--- src/rtl/qam16_pkg.sv ---
// Constants and types shared by the 16-QAM modulator and demodulator.
package qam16_pkg;

  localparam int SAMPLE_W       = 10;
  localparam int PROD_W         = 20;
  localparam int THRESH_DEFAULT = 1390000;

  typedef enum logic [1:0] {
    IDLE  = 2'b00,
    ACCUM = 2'b01,
    DUMP  = 2'b10
  } demod_state_t;

endpackage

--- src/rtl/qam16_slicer.sv ---
// Per-axis 4-level decision on an integrated sum, mapped to two bits.
// QAM16_DEMOD_GRAY_EN selects Gray mapping; otherwise natural binary.
module qam16_slicer
  import qam16_pkg::*;
#(
  parameter int SUM_W  = 25,
  parameter int THRESH = THRESH_DEFAULT
) (
  input  logic signed [SUM_W-1:0] sum,
  output logic        [1:0]       bits
);

  localparam logic signed [SUM_W-1:0] TH_POS = SUM_W'(THRESH);
  localparam logic signed [SUM_W-1:0] TH_NEG = SUM_W'(-THRESH);

  logic [1:0] level_s;

  // Level index 0..3 stands for amplitudes -3, -1, +1, +3.
  always_comb begin
    level_s = 2'd0;
    if (sum >= TH_POS) begin
      level_s = 2'd3;
    end else if (!sum[SUM_W-1]) begin
      level_s = 2'd2;
    end else if (sum >= TH_NEG) begin
      level_s = 2'd1;
    end else begin
      level_s = 2'd0;
    end
  end

`ifdef QAM16_DEMOD_GRAY_EN
  assign bits = {level_s[1], level_s[1] ^ level_s[0]};
`else
  assign bits = level_s;
`endif

endmodule

--- src/rtl/qam16_demod.sv ---
// Coherent 16-QAM demodulator: mix with local carrier, integrate-and-dump
// over SPS samples, slice both axes. Mapping chosen by QAM16_DEMOD_GRAY_EN.
module qam16_demod
  import qam16_pkg::*;
#(
  parameter int SPS    = 16,
  parameter int THRESH = THRESH_DEFAULT
) (
  input  logic                       clk,
  input  logic                       rst,
  input  logic                       in_valid,
  input  logic signed [SAMPLE_W-1:0] adc_data,
  input  logic                       nco_valid,
  input  logic signed [SAMPLE_W-1:0] nco_sin,
  input  logic signed [SAMPLE_W-1:0] nco_cos,
  input  logic                       sym_sync,
  output logic                       sym_valid,
  output logic [3:0]                 sym_bits
);

  localparam int CNT_W = $clog2(SPS);
  localparam int ACC_W = PROD_W + CNT_W + 1;
  localparam logic [CNT_W-1:0] CNT_ZERO = CNT_W'(0);
  localparam logic [CNT_W-1:0] CNT_ONE  = CNT_W'(1);
  localparam logic [CNT_W-1:0] CNT_LAST = CNT_W'(SPS - 1);

  demod_state_t               state_r, state_next_s;
  logic [CNT_W-1:0]           cnt_r, cnt_next_s;
  logic                       accept_s, take_s, first_s, last_s;
  logic signed [PROD_W-1:0]   prod_i_r, prod_q_r;
  logic                       prod_vld_r, prod_first_r, prod_last_r;
  logic signed [ACC_W-1:0]    acc_i_r, acc_q_r;
  logic                       dump_vld_r;
  logic [1:0]                 bits_i_s, bits_q_s;

  always_ff @(posedge clk or posedge rst) begin
    if (rst) begin
      state_r <= IDLE;
      cnt_r   <= CNT_ZERO;
    end else begin
      state_r <= state_next_s;
      cnt_r   <= cnt_next_s;
    end
  end

  // A sync always restarts the symbol; the sample taking it is sample 0.
  always_comb begin
    accept_s     = in_valid & nco_valid;
    state_next_s = state_r;
    cnt_next_s   = cnt_r;
    take_s       = 1'b0;
    first_s      = 1'b0;
    last_s       = 1'b0;
    case (state_r)
      IDLE: begin
        if (sym_sync) begin
          state_next_s = ACCUM;
          take_s       = accept_s;
          first_s      = accept_s;
          cnt_next_s   = accept_s ? CNT_ONE : CNT_ZERO;
        end else begin
          state_next_s = IDLE;
        end
      end
      ACCUM, DUMP: begin
        if (sym_sync) begin
          state_next_s = ACCUM;
          take_s       = accept_s;
          first_s      = accept_s;
          cnt_next_s   = accept_s ? CNT_ONE : CNT_ZERO;
        end else if (accept_s) begin
          take_s  = 1'b1;
          first_s = (cnt_r == CNT_ZERO);
          if (cnt_r == CNT_LAST) begin
            last_s       = 1'b1;
            state_next_s = DUMP;
            cnt_next_s   = CNT_ZERO;
          end else begin
            state_next_s = ACCUM;
            cnt_next_s   = cnt_r + CNT_ONE;
          end
        end else begin
          state_next_s = ACCUM;
        end
      end
      default: begin
        state_next_s = IDLE;
        cnt_next_s   = CNT_ZERO;
      end
    endcase
  end

  always_ff @(posedge clk or posedge rst) begin
    if (rst) begin
      prod_i_r     <= '0;
      prod_q_r     <= '0;
      prod_vld_r   <= 1'b0;
      prod_first_r <= 1'b0;
      prod_last_r  <= 1'b0;
    end else begin
      prod_vld_r   <= take_s;
      prod_first_r <= first_s;
      prod_last_r  <= last_s;
      if (take_s) begin
        prod_i_r <= PROD_W'(adc_data) * PROD_W'(nco_cos);
        prod_q_r <= -(PROD_W'(adc_data) * PROD_W'(nco_sin));
      end
    end
  end

  // Sample 0 overwrites the sums, which is what discards a truncated symbol.
  always_ff @(posedge clk or posedge rst) begin
    if (rst) begin
      acc_i_r    <= '0;
      acc_q_r    <= '0;
      dump_vld_r <= 1'b0;
    end else begin
      dump_vld_r <= prod_vld_r & prod_last_r;
      if (prod_vld_r) begin
        acc_i_r <= prod_first_r ? ACC_W'(prod_i_r) : acc_i_r + ACC_W'(prod_i_r);
        acc_q_r <= prod_first_r ? ACC_W'(prod_q_r) : acc_q_r + ACC_W'(prod_q_r);
      end
    end
  end

  qam16_slicer #(.SUM_W(ACC_W), .THRESH(THRESH)) u_slicer_i (.sum(acc_i_r), .bits(bits_i_s));
  qam16_slicer #(.SUM_W(ACC_W), .THRESH(THRESH)) u_slicer_q (.sum(acc_q_r), .bits(bits_q_s));

  always_ff @(posedge clk or posedge rst) begin
    if (rst) begin
      sym_valid <= 1'b0;
      sym_bits  <= 4'b0000;
    end else begin
      sym_valid <= dump_vld_r;
      if (dump_vld_r) begin
        sym_bits <= {bits_i_s, bits_q_s};
      end
    end
  end

endmodule
--- config.mk ---
export PLATFORM = sky130hd
export DESIGN_NAME = qam16_demod
export DESIGN_NICKNAME = d
export VERILOG_FILES = /design/src/rtl/qam16_pkg.sv /design/src/rtl/qam16_slicer.sv /design/src/rtl/qam16_demod.sv
export SDC_FILE = /design/constraint.sdc
export NUM_CORES = 1
export LEC_CHECK = 0
export CORE_UTILIZATION = 50
export DETAILED_ROUTE_END_ITERATION = 7
export PLACE_DENSITY_LB_ADDON = 0.05
export SYNTH_ARGS = -nofsm -noshare
export SYNTH_HDL_FRONTEND = slang
export SYNTH_SLANG_ARGS = --single-unit
--- constraint.sdc ---
create_clock -name clk -period 3.8 [get_ports clk]
set_clock_uncertainty 0.05 [all_clocks]
set_input_delay 0.57 -clock clk [delete_from_list [all_inputs] [get_ports clk]]
set_output_delay 0.57 -clock clk [all_outputs]
set_load 0.01 [all_outputs]
Word level (Yosys, flattened, before mapping)
Index checks and enable logic that the tools add are counted.
{ "totals": {"word_cells": 63, "ram_bits": 0, "n_memories": 0, "register_bits": 105, "output_inout_bits": 5, "rom_bits": 0, "in_bits": 35, "latchBits": 0} }
{ "classes": {"n_eq_ne": 5, "order_cmp": 4, "n_mul": 2, "n_mux": 30, "n_addsub": 4, "div": 0, "bitwise_logic": 2, "n_reduce_logical": 4, "shifts": 0} }
{ "ops": {"columns": ["operator", "n"], "rows": [
  [">= comparator 25 x 22 -> 1 bit (second input constant)", 4],
  ["adder 25 x 20 -> 25 bit", 2],
  ["two-way mux 25 bit", 2],
  ["multiplier 10 x 10 -> 20 bit", 2],
  ["negation 20 bit", 1],
  ["two-way mux 4 bit", 4],
  ["two-way mux 2 bit", 7],
  ["two-way mux 1 bit", 13],
  ["case mux 4 bit (2 select lines)", 1],
  ["adder 4 x 1 -> 4 bit (second input constant)", 1],
  ["== test 4 bit (second input constant)", 1],
  ["logical NOT 4 bit", 1],
  ["case mux 1 bit (2 select lines)", 2],
  ["case mux 2 bit (2 select lines)", 1],
  ["inequality test 3 bit (second input constant)", 1],
  ["AND 1 bit", 2],
  ["== test 2 x 1 -> 1 bit (second input constant)", 1],
  ["== test 2 bit (second input constant)", 1],
  ["logical NOT 2 bit", 1],
  ["inequality test 2 bit (second input constant)", 1],
  ["AND reduction 2 bit", 1],
  ["OR reduction 2 bit", 1]
]} }

Longest topological paths before layout
{ "depth": {"depth_word": 5, "ltp_mapped": 22, "depth_no_buf": 21} }

By module
From an unflattened synthesis, not the netlist that was laid out.
{ "unflattened": {"cells_unflattened": 1769, "area_unflattened_um2": 15104.5} }
{ "by_module_without_submodules": {"columns": ["module", "n_inst", "cells_per_inst", "seq_area_each_um2", "area_each_um2"], "rows": [
  ["qam16_demod", 1, 1707, 2627.5, 14741.6],
  ["qam16_slicer", 2, 31, 0.0, 181.4]
]} }

Worst setup path after synthesis
No wires, ideal clock.
{ "synth_timing": {"path_type": "input-to-reg", "start": "input adc_data[7]", "end": "register prod_i_r[16]", "arrival_time_ns": 5.499, "path_buffers": 1, "setup_time_ns": 0.129, "stages": 22, "required_ns": 3.621, "slack_ns": -1.878, "cell_sequence": "clkbuf_1 nand2_1 fa_1 inv_1 fa_1 inv_1 fa_1 inv_1 fa_1 inv_1 fa_1 inv_1 ha_1 o21a_1 o21ai_0 inv_1 a2111oi_2 nor3_1 or3_1 a21oi_1 xor2_1 o21ai_1"} }
{ "synth_via": {"elab_chain_len": 1} }
{ "synth_lines": {"columns": ["element", "line", "rtl"], "rows": [
  ["start, declared", "qam16_demod.sv:12", "input logic signed [SAMPLE_W-1:0] adc_data,"],
  ["multiplier 10 x 10 -> 20 bit", "qam16_demod.sv:105", "prod_i_r <= PROD_W'(adc_data) * PROD_W'(nco_cos);"],
  ["end signal, assigned", "qam16_demod.sv:105", null],
  ["end, declared", "qam16_demod.sv:30", "logic signed [PROD_W-1:0] prod_i_r, prod_q_r;"]
]} }
No other way between the ends.
A chain may end at the register's enable or synchronous reset.

Worst setup path after layout
{ "layout_timing": {"start": "input nco_sin[4]", "end": "register prod_q_r[16]"} }
{ "layout_via": {"elab_chain_len": 2} }
{ "layout_lines": {"columns": ["element", "line", "rtl"], "rows": [
  ["start, declared", "qam16_demod.sv:14", "input logic signed [SAMPLE_W-1:0] nco_sin,"],
  ["multiplier 10 x 10 -> 20 bit", "qam16_demod.sv:106", "prod_q_r <= -(PROD_W'(adc_data) * PROD_W'(nco_sin));"],
  ["negation 20 bit", "qam16_demod.sv:106", null],
  ["end signal, assigned", "qam16_demod.sv:106", null],
  ["end, declared", "qam16_demod.sv:30", null]
]} }
No other way between the ends.

==> summary.md <==
The worst setup path is captured at a flip-flop. The tools report the count of different cell masters after synthesis as 70. The tools report the count of antenna diodes in the layout as 0.

The number of H-tree levels is 3. When the netlist entered floorplanning its net count stood at 2167. STA puts the critical path data required time at 3960 ps. CTS saw 105 sinks. Dividing the detail-routed wire length by the instance count gives 14.44 µm. The commonest register cell after synthesis was dfrtp_1. The met3 track demand over resource in global routing came out at 1.589%. The run gives 0.8830 as the global placement routability congestion.

Using the TritonRoute via totals, the vias-per-cell ratio works out to 5.122. After synthesis, the mean cell area works out to 8.556 µm². For this block, the routed nets add up to 34.44 mm of wire. The run gives 0 as the number of antenna violations at the first check in global routing. STA puts the critical path data arrival time at 5230 ps. The cell sitting at the root of the clock tree is a clkbuf_16.

The path class of the tightest hold or removal check is reg -> reg. The proportion of layout cells with a drive suffix above 1 was 21.77%. The number of filler instances in the final layout is 2635, and the total clock buffers created by CTS is 9. TritonCTS built the clock tree. The initial cell density of the core is 51.24%, and the first-pass iteration count of the detailed router is 4. The number of hold-repair buffers added at the cts stage was 0. In the layout the commonest cells are inv_1, nand2_1, buf_4. Counting flops and latches in the post-synthesis netlist gives 105. Yosys printed 0 warnings. The most used routing layer in global routing is met2.

The number of slew-limit violations in the final report was 0; the final critical-path share of the clock period was 133.5%. Setup violations remaining at the end of the flow were counted as 28. For the total number of placement rows, the log shows 63. In the routed design, unresolved DRC markers number 0.

The critical setup path kind was in -> reg. Entering global routing, the biggest net connects 104 pins. The library cell used most frequently in the layout, excluding fill and tap cells, is inv_1. The worst pin sits at a relative slew slack of 48.90%. The final reports fail on setup timing. The worst setup path is launched from an input pin. The floorplan step defined a core boundary enclosing 0.02987 mm².

At the pin with the least slew margin, the transition time is 766.4 ps. For the worst-skew pair, the clock arrives at the later sink with an insertion delay of 350 ps. The cell count after synthesis came out at 1789.

Summing over every cut layer, the via total after detailed routing is 12211. The count of input and output buffers is 39, and the die extent in y is 177.0 µm. For the net count of the finished layout, the log shows 2367. The number of placed instances, taps included, is 2331.

The area added between synthesis and finish is 22.08%, and the top-level I/O count is 40. The number of endpoints with negative hold slack in the final report was 0; the max-capacitance violation count was 0. The number of global-route vias before repair is 12408, and the maximum fanout along the worst path is 4. For this run, the total global-route usage over all layers was measured as 23.55%. The number of nets with antenna violations after detailed routing is 0. The final critical delay including setup and external delays works out to 5073 ps.

Setup repair after global routing could not meet its margin everywhere. Global routing finished with a remaining overflow of 0. The flow ran to the end, but the final reports show violations. The fmax is 197.1 MHz, and the detailed-placement wirelength estimate is 27.56 mm. After synthesis, flip-flops and latches occupy 17.17% of the total area.

Measured on the finished design, the core utilization comes to 62.55%. Summing every instance area after synthesis gives 0.01531 mm². The async set-reset flop share out of synthesis is 100.0%, and the clock-pin slew reported for the worst setup and hold paths after clock tree synthesis is 70 ps. The die width came out at 177.0 µm.

The detailed router finished its first iteration with 475 violations. The met2 routing resource usage after global routing is 37.70%. The non-filler instance count after layout is 2384, and the number of buffers between clock root and the deepest sink is 2. Global routing used 34.72% of the available met1 tracks. The run gives -1273 ps as the worst path setup slack after routing. The first global-routing pass estimated 60.02 mm of wire.

Yosys mapped a number of flops with a built-in enable equal to 0. The floorplan step defined a die boundary enclosing 0.03132 mm².
==> final cells by class <==
cell class              count  area (µm²)  area share [%]
clock inverters             5       56.30          0.3013
clock buffers              11       232.7           1.245
repair buffers            253        2097           11.22
multi-input cells        1308       12010           64.26
flip-flops and latches    105        2630           14.07
inverters                 312        1174           6.281
well taps                 390       488.0           2.611
==> cell families (layout without fill, tap and decap cells) <==
logic type	Yosys count	after routing	synth area share [%]
adders and majority gates	343	343	37.16
AOI/OAI and AO/OA	327	327	13.56
muxes	19	19	1.283
DFF	105	105	17.17
buffers and inverters	376	581	9.220
xor gates and xnor gates	73	73	4.177
and+or+nand+nor	546	546	17.44
==> routing by layer <==
metal  wire length (µm)  share of wire, %  up-vias
met2              15550                45      121
met4                539               1.6        0
met5                  0                 0        -
met1              17830                52     5885
li1                   -                 -     6179
met3                513               1.5       26
==> worst max-delay path: stages <==
cell and delay [ps]:
buf_6 100, buf_6 110, buf_4 130, buf_4 130, and2_4 150, fa_2 590, ha_4 120, inv_1 40
fa_1 450, fa_1 510, inv_1 50, fa_1 490, inv_2 50, ha_4 230, buf_4 140, a21boi_4 140
o41ai_4 350, o21ai_2 120, a21o_1 230, a31oi_2 200, mux2i_1 210, o311ai_1 110
==> synth_stat cells, drive strengths merged (3+ instances only) <==
| library cell | n | area (µm²) |
|---|---|---|
| inv | 311 | 1167 |
| nand2 | 206 | 773.2 |
| fa | 186 | 3724 |
| ha | 157 | 1964 |
| a21oi | 105 | 533.0 |
| dfrtp | 105 | 2628 |
| and2 | 96 | 600.6 |
| nor2 | 92 | 345.3 |
| o21ai | 88 | 451.7 |
| clkbuf | 59 | 221.5 |
| xnor2 | 50 | 437.9 |
| a21o | 29 | 217.7 |
| nand3 | 28 | 140.1 |
| nand2b | 24 | 150.1 |
| xor2 | 23 | 201.4 |
| nor2b | 22 | 137.6 |
| a31oi | 18 | 112.6 |
| nor3 | 16 | 80.08 |
| mux2i | 14 | 140.1 |
| a211oi | 12 | 100.1 |
| or3 | 12 | 80.08 |
| o211ai | 11 | 82.58 |
| o21a | 11 | 82.58 |
| and3 | 10 | 62.56 |
| o31ai | 9 | 72.57 |
| nand4 | 8 | 50.05 |
| nor3b | 8 | 60.06 |
| o21bai | 7 | 52.55 |
| or2 | 7 | 43.79 |
| o41ai | 6 | 67.56 |
| a21boi | 5 | 37.54 |
| buf | 5 | 18.77 |
| mux2 | 5 | 56.30 |
| nor4b | 4 | 35.03 |
| o2111ai | 4 | 41.29 |
| o22ai | 3 | 18.77 |
| o311ai | 3 | 26.28 |
| or4 | 3 | 22.52 |
==> through the flow <==
| step | setup TNS (ps) | cell area, µm² | hold WS (ps) | setup WS (ps) |
|---|---|---|---|---|
| after floorplan | -24020 | 15860 | 301.9 | -1339 |
| after global placement | -49100 | 17660 | 394.1 | -2080 |
| after CTS | -25980 | 18530 | 424.8 | -1367 |
| final | -24600 | 18690 | 415.8 | -1273 |
| after detailed placement | -51060 | 17660 | 410.0 | -2139 |
| after global routing | -29460 | 18690 | 446.0 | -1487 |
==> path summary, 6_finish.rpt <==
| check | startpoint | end | slack [ps] | depth (start not counted) |
|---|---|---|---|---|
| min reg2reg | prod_last_r | dump_vld_r | 420 | 1 |
| max | nco_sin[4] | prod_q_r[16] | -1270 | 22 |
| min | prod_last_r | dump_vld_r | 420 | 1 |
| min in group asynchronous | rst | dump_vld_r | 550 | 2 |
| max in group asynchronous | rst | prod_i_r[15] | 2420 | 3 |
| max reg2reg | prod_i_r[0] | acc_i_r[24] | 580 | 12 |
==> what timing repair did <==
action / in CTS / in global routing
gates cloned: 1 / 0
setup buffers: 29 / 11
setup endpoints to repair: 33 / 31
gates resized for setup: 187 / 64
pin swaps: 76 / 63
==> registers in the layout, summed over array words and instances (netlist names) <==
signal,cells
prod_first_r,1
state_r,2
sym_bits,4
acc_i_r,25
cnt_r,4
sym_valid,1
acc_q_r,25
prod_i_r,20
prod_last_r,1
prod_q_r,20
dump_vld_r,1
prod_vld_r,1
Power is not shown: default switching activity piles up to over one toggle a cycle in this logic, so the estimate is an artifact.
